===== src/rtl/multiply_unit.sv =====
// rtl/multiply_unit.sv - iterative shift-add MUL/MLA/UMULL/SMULL/UMLAL/SMLAL unit
// Stalls the pipeline while CALC/FIX run; results and N/Z flags are registered in FIX.
module multiply_unit #(
  parameter int WIDTH          = 32,
  parameter int BITS_PER_CYCLE = 1
) (
  input  logic             clk,
  input  logic             reset,
  input  logic             start,
  input  logic             long_mul,
  input  logic             signed_mul,
  input  logic             accumulate,
  input  logic [WIDTH-1:0] src_a,
  input  logic [WIDTH-1:0] src_b,
  input  logic [WIDTH-1:0] acc_lo,
  input  logic [WIDTH-1:0] acc_hi,
  output logic             busy,
  output logic             stall,
  output logic             done,
  output logic [WIDTH-1:0] result_lo,
  output logic [WIDTH-1:0] result_hi,
  output logic             n_flag,
  output logic             z_flag
);

  localparam int N  = WIDTH / BITS_PER_CYCLE;
  localparam int CW = $clog2(N + 1);
  localparam int PW = 2 * WIDTH;
  localparam logic [CW-1:0]    LAST  = CW'(N - 1);
  localparam logic [CW-1:0]    ONE_C = CW'(1);
  localparam logic [WIDTH-1:0] ONE_W = WIDTH'(1);
  localparam logic [PW-1:0]    ONE_P = PW'(1);

  typedef enum logic [1:0] {IDLE, CALC, FIX, DONE} state_t;

  state_t           state, state_next;
  logic [PW-1:0]    mcand, prod, addend, fixed, acc_ext, total;
  logic [WIDTH-1:0] mplier, acc_lo_r, acc_hi_r, a_mag, b_mag;
  logic [CW-1:0]    count;
  logic             neg, long_r, accum_r, load, take_sign;

  // DONE accepts a new op exactly like IDLE so back-to-back issue costs no bubble.
  assign load      = start & ((state == IDLE) | (state == DONE));
  assign busy      = (state == CALC) | (state == FIX);
  assign done      = (state == DONE);
  assign stall     = busy | (start & (state == IDLE));
  assign take_sign = signed_mul & long_mul;

  always_comb begin
    a_mag = src_a;
    b_mag = src_b;
    if (take_sign & src_a[WIDTH-1]) a_mag = ~src_a + ONE_W;
    if (take_sign & src_b[WIDTH-1]) b_mag = ~src_b + ONE_W;
  end

  always_comb begin
    addend = '0;
    for (int j = 0; j < BITS_PER_CYCLE; j++) begin
      if (mplier[j]) addend = addend + (mcand << j);
    end
  end

  always_comb begin
    fixed   = neg ? (~prod + ONE_P) : prod;
    acc_ext = '0;
    if (accum_r) acc_ext = long_r ? {acc_hi_r, acc_lo_r} : {{WIDTH{1'b0}}, acc_lo_r};
    total = fixed + acc_ext;
  end

  always_comb begin
    state_next = state;
    case (state)
      IDLE: if (start) state_next = CALC;
      CALC: if (count == LAST) state_next = FIX;
      FIX:  state_next = DONE;
      DONE: state_next = start ? CALC : IDLE;
      default: state_next = IDLE;
    endcase
  end

  always_ff @(posedge clk) begin
    if (reset) begin
      state     <= IDLE;
      result_lo <= '0;
      result_hi <= '0;
      n_flag    <= 1'b0;
      z_flag    <= 1'b0;
      mcand     <= '0;
      mplier    <= '0;
      prod      <= '0;
      count     <= '0;
      neg       <= 1'b0;
      long_r    <= 1'b0;
      accum_r   <= 1'b0;
      acc_lo_r  <= '0;
      acc_hi_r  <= '0;
    end else begin
      state <= state_next;
      if (load) begin
        mcand    <= {{WIDTH{1'b0}}, a_mag};
        mplier   <= b_mag;
        prod     <= '0;
        count    <= '0;
        neg      <= take_sign & (src_a[WIDTH-1] ^ src_b[WIDTH-1]);
        long_r   <= long_mul;
        accum_r  <= accumulate;
        acc_lo_r <= acc_lo;
        acc_hi_r <= acc_hi;
      end else if (state == CALC) begin
        prod   <= prod + addend;
        mcand  <= mcand << BITS_PER_CYCLE;
        mplier <= mplier >> BITS_PER_CYCLE;
        count  <= count + ONE_C;
      end
      if (state == FIX) begin
        if (long_r) begin
          result_lo <= total[WIDTH-1:0];
          result_hi <= total[PW-1:WIDTH];
          n_flag    <= total[PW-1];
          z_flag    <= (total == '0);
        end else begin
          result_lo <= total[WIDTH-1:0];
          result_hi <= '0;
          n_flag    <= total[WIDTH-1];
          z_flag    <= (total[WIDTH-1:0] == '0);
        end
      end
    end
  end

endmodule


===== config.mk =====
export PLATFORM = sky130hd
export DESIGN_NAME = multiply_unit
export DESIGN_NICKNAME = d
export VERILOG_FILES = /design/src/rtl/multiply_unit.sv
export SDC_FILE = /design/constraint.sdc
export NUM_CORES = 1
export LEC_CHECK = 0
export CORE_ASPECT_RATIO = 0.8
export CORE_UTILIZATION = 45
export CTS_CLUSTER_SIZE = 30
export DETAILED_ROUTE_END_ITERATION = 12
export PLACE_DENSITY_LB_ADDON = 0.1
export SYNTH_ARGS = -nofsm -noshare
export SYNTH_HDL_FRONTEND = slang
export SYNTH_SLANG_ARGS = --single-unit

===== constraint.sdc =====
create_clock -name clk -period 5.33 [get_ports clk]
set_clock_uncertainty 0.2 [all_clocks]
set_input_delay 1.066 -clock clk [delete_from_list [all_inputs] [get_ports clk]]
set_output_delay 1.066 -clock clk [all_outputs]
set_load 0.02 [all_outputs]

==> metrics <==
CTS H-tree lvls=2; sw power=3.40 mW; Antenna Cells=0; detailed placer's ending HPWL=58.6 mm; Die Ht=205 um; Synth Register Bits=301; drt pass-1 iters=5; die extent in x=~260 um; total gr overflow=0; synthesized area per cell=7.71 um2; Final ANT Viol Nets=0; startpoint types=register; synthesis warning total=0; FFs w/ async S/R, synth=0; Setup crit end kind=register; DRC=0; Leakage=11.7 nW; fillcell total=between 4000 and 5000; Clock Tree Root=clkbuf_16; share of cells above drive strength 1=0.105; Post-Syn Area=approximately 23000 um2; flop-to-flop setup slack=roughly 0.17 ns; GRT Util Overall=0.280; Max Cap Viol=0; critical path type=register to register; total CTS buffers=35; Post-synth EDFFs=0; WP data required=5.61 ns; Fmax=194 MHz; RePlAce Congestion=0.951; DIE AREA=between 50000 and 60000 um2; Clock Sink Count=between 300 and 400; Place WS=0.102 ns; Slew HR=0.228; Layout Nets=3483; Top FF cell, synth=dfxtp_1; hold path startpoint=acc_lo_r[3]; row cnt=73; CTS tree=built; Clock transition at path regs=0.06 ns; Netlist cell types=89; final std cells w/o fill=slightly below 4000; port bufs=202; cell count after synthesis=2996; sw frac=0.379; Total Power=~9 mW; Pint=between 5 and 6 mW; Hold Buf Count CTS=0; worst flop-to-flop path startpoint=prod[2]; clock buffer depth=3; Slew @ Worst Pin=1.16 ns; pwr dens=319 nW/um2; final setup margin=0.173 ns; period utilization=0.968; Comb pwr share=0.391; sequential share of power=0.323; first-pass GRT wire length=116 mm; total wire length=74.5 mm; fin crit period=5.16 ns; clock power share=0.286; Critical path origin=prod[2]; worst hold path type=register to register; Max IR drop VDD=0.000295 V; number of global-route vias before repair=21000; hold_ws=0.252 ns; Starting Density=0.460; Slew Limit Fails=0; area delta synth->final=21.8%; Seq/Total Area, Yosys=0.261; First DRT Iteration DRCs=1625; antenna violations before repair=3; Final setup viols=0; via/cell ratio=5.74; core area=50100 um2; arrival time of the worst setup path=5.44 ns; status=finished clean; largest net degree at the start of global routing=91; average wire per standard cell=around 19 um; Ports=203; placed insts=roughly 3800; clk_lat worst skew=~0.56 ns; total vias in the final route=22500; Final Hold Violating Endpoints=0; Crit Path Max Fanout=7; Syn Nets=between 3000 and 4000
-- metal layers --
metal | wire length [um] | share of wire | vias to the layer above | GRT usage
met5 | 13 | 0.00017 | - | 0
met4 | 1500 | 0.020 | 2 | 0.0648
met2 | 29900 | 0.40 | 675 | 0.403
met1 | 38100 | 0.51 | 10500 | 0.433
li1 | - | - | 11200 | -
met3 | 4950 | 0.066 | 81 | 0.0374
-- per-stage QoR --
step	utilization	area [um2]	TNS (ns)
floorplan	-	23100	0
global placement	0.526	26400	0
detailed placement	0.526	26400	0
CTS	0.551	27600	0
global route	0.561	28100	-0.0540
finish	0.561	28100	0
-- layout make-up --
class | count | area, um2 | area share
flip-flops and latches | 301 | 6030 | 0.214
clock buffers | 46 | 968 | 0.0344
well taps | 675 | 845 | 0.0300
repair buffers | 358 | 3190 | 0.114
inverters | 54 | 203 | 0.00721
multi-input cells | 2462 | 16600 | 0.591
clock inverters | 16 | 254 | 0.00903
-- layout by cell type (no fill, tap or decap), drive strengths merged, types with 24 or more instances in the layout --
master and count:
clkdlybuf4s50 201, xnor2 154, nand3 59, nand2 313, dfxtp 301, nor3 51
nand4 56, xor2 75, mux2i 174, o21ai 136, clkbuf 46, o31ai 40
and3 51, nor2 333, a21o 70, o21a 25, nand2b 24, and2 120
nor4 24, ha 135, inv 55, a21oi 260, buf 157, o21bai 30
a211oi 78
-- power groups by stage --
stage / Sequential, mW / Combinational (mW) / Clock, mW
after floorplan: 2.87 / 2.38 / 0
after global placement: 2.93 / 3.33 / 0
after detailed placement: 2.95 / 3.38 / 0
after CTS: 2.90 / 3.40 / 2.63
after global routing: 2.95 / 3.83 / 2.72
final: 2.90 / 3.51 / 2.57
-- cell families after synthesis --
| logic type | count (synthesis) | synth area share |
|---|---|---|
| adder cells (fa/ha/maj) | 137 | 0.0749 |
| buffers and inverters | 233 | 0.0388 |
| multiplexers | 176 | 0.0764 |
| flip-flops | 301 | 0.261 |
| XOR/XNOR | 229 | 0.0872 |
| AO/OA/AOI/OAI | 790 | 0.224 |
| AND/OR/NAND/NOR | 1130 | 0.238 |
-- Yosys cell counts (7+ instances only) --
master / n / area [um2]
o21ai_0: 125 / 626
a21o_1: 70 / 526
xor2_1: 75 / 657
o211ai_1: 16 / 120
nor4_1: 21 / 131
o21a_1: 25 / 188
nor3_1: 50 / 250
nand2_1: 313 / 1170
and2_1: 120 / 751
or3_1: 23 / 144
nand3_1: 59 / 295
o21bai_1: 30 / 225
a31oi_1: 14 / 87.6
buf_1: 17 / 63.8
mux2i_1: 174 / 1740
or4_1: 15 / 113
dfxtp_1: 301 / 6030
xnor2_1: 153 / 1340
o21ai_1: 8 / 40.0
a211oi_1: 77 / 578
buf_2: 11 / 55.1
clkbuf_1: 150 / 563
and3_1: 51 / 319
a221oi_1: 7 / 61.3
o41ai_1: 19 / 166
a22oi_1: 19 / 143
ha_1: 135 / 1690
o31ai_1: 40 / 300
nor2b_1: 19 / 119
a21oi_1: 260 / 1300
nand2b_1: 24 / 150
nor2_1: 331 / 1240
inv_1: 54 / 203
or2_2: 7 / 43.8
nand4_1: 55 / 344
-- flip-flops by register name, indices dropped and copies added, names as in the netlist --
name       flops
acc_lo_r      32
long_r         1
count          6
result_hi     32
result_lo     32
neg            1
n_flag         1
mplier        32
accum_r        1
z_flag         1
prod          64
acc_hi_r      32
state          2
mcand         64
-- timing repair --
action,4_1_cts,5_1_grt
endpoints found under the hold margin,0,0
setup endpoints to repair,0,15
buffers inserted,0,10
gates resized for setup,0,97
-- critical path, cell delays in order (launching register included) --
cell	delay (ns)
dfxtp_1	0.33
or4_1	0.60
nor4_4	0.31
buf_4	0.18
nand3_2	0.13
o21ai_0	0.24
xnor2_1	0.19
ha_2	0.37
nand4_1	0.19
o21ai_0	0.10
a221o_1	0.39
o211ai_2	0.31
and2_1	0.24
xor2_2	0.19
nand4_1	0.11
or4_4	0.53
nor4b_2	0.29
nand4_1	0.11
nand2_1	0.07
-- worst paths after layout --
check | endpoint | depth (start not counted)
hold / removal | acc_lo_r[3] | 2
hold reg to reg | acc_lo_r[3] | 2
setup reg to reg | z_flag | 18
setup / recovery | z_flag | 18
Power figures use the tool's default switching activity.
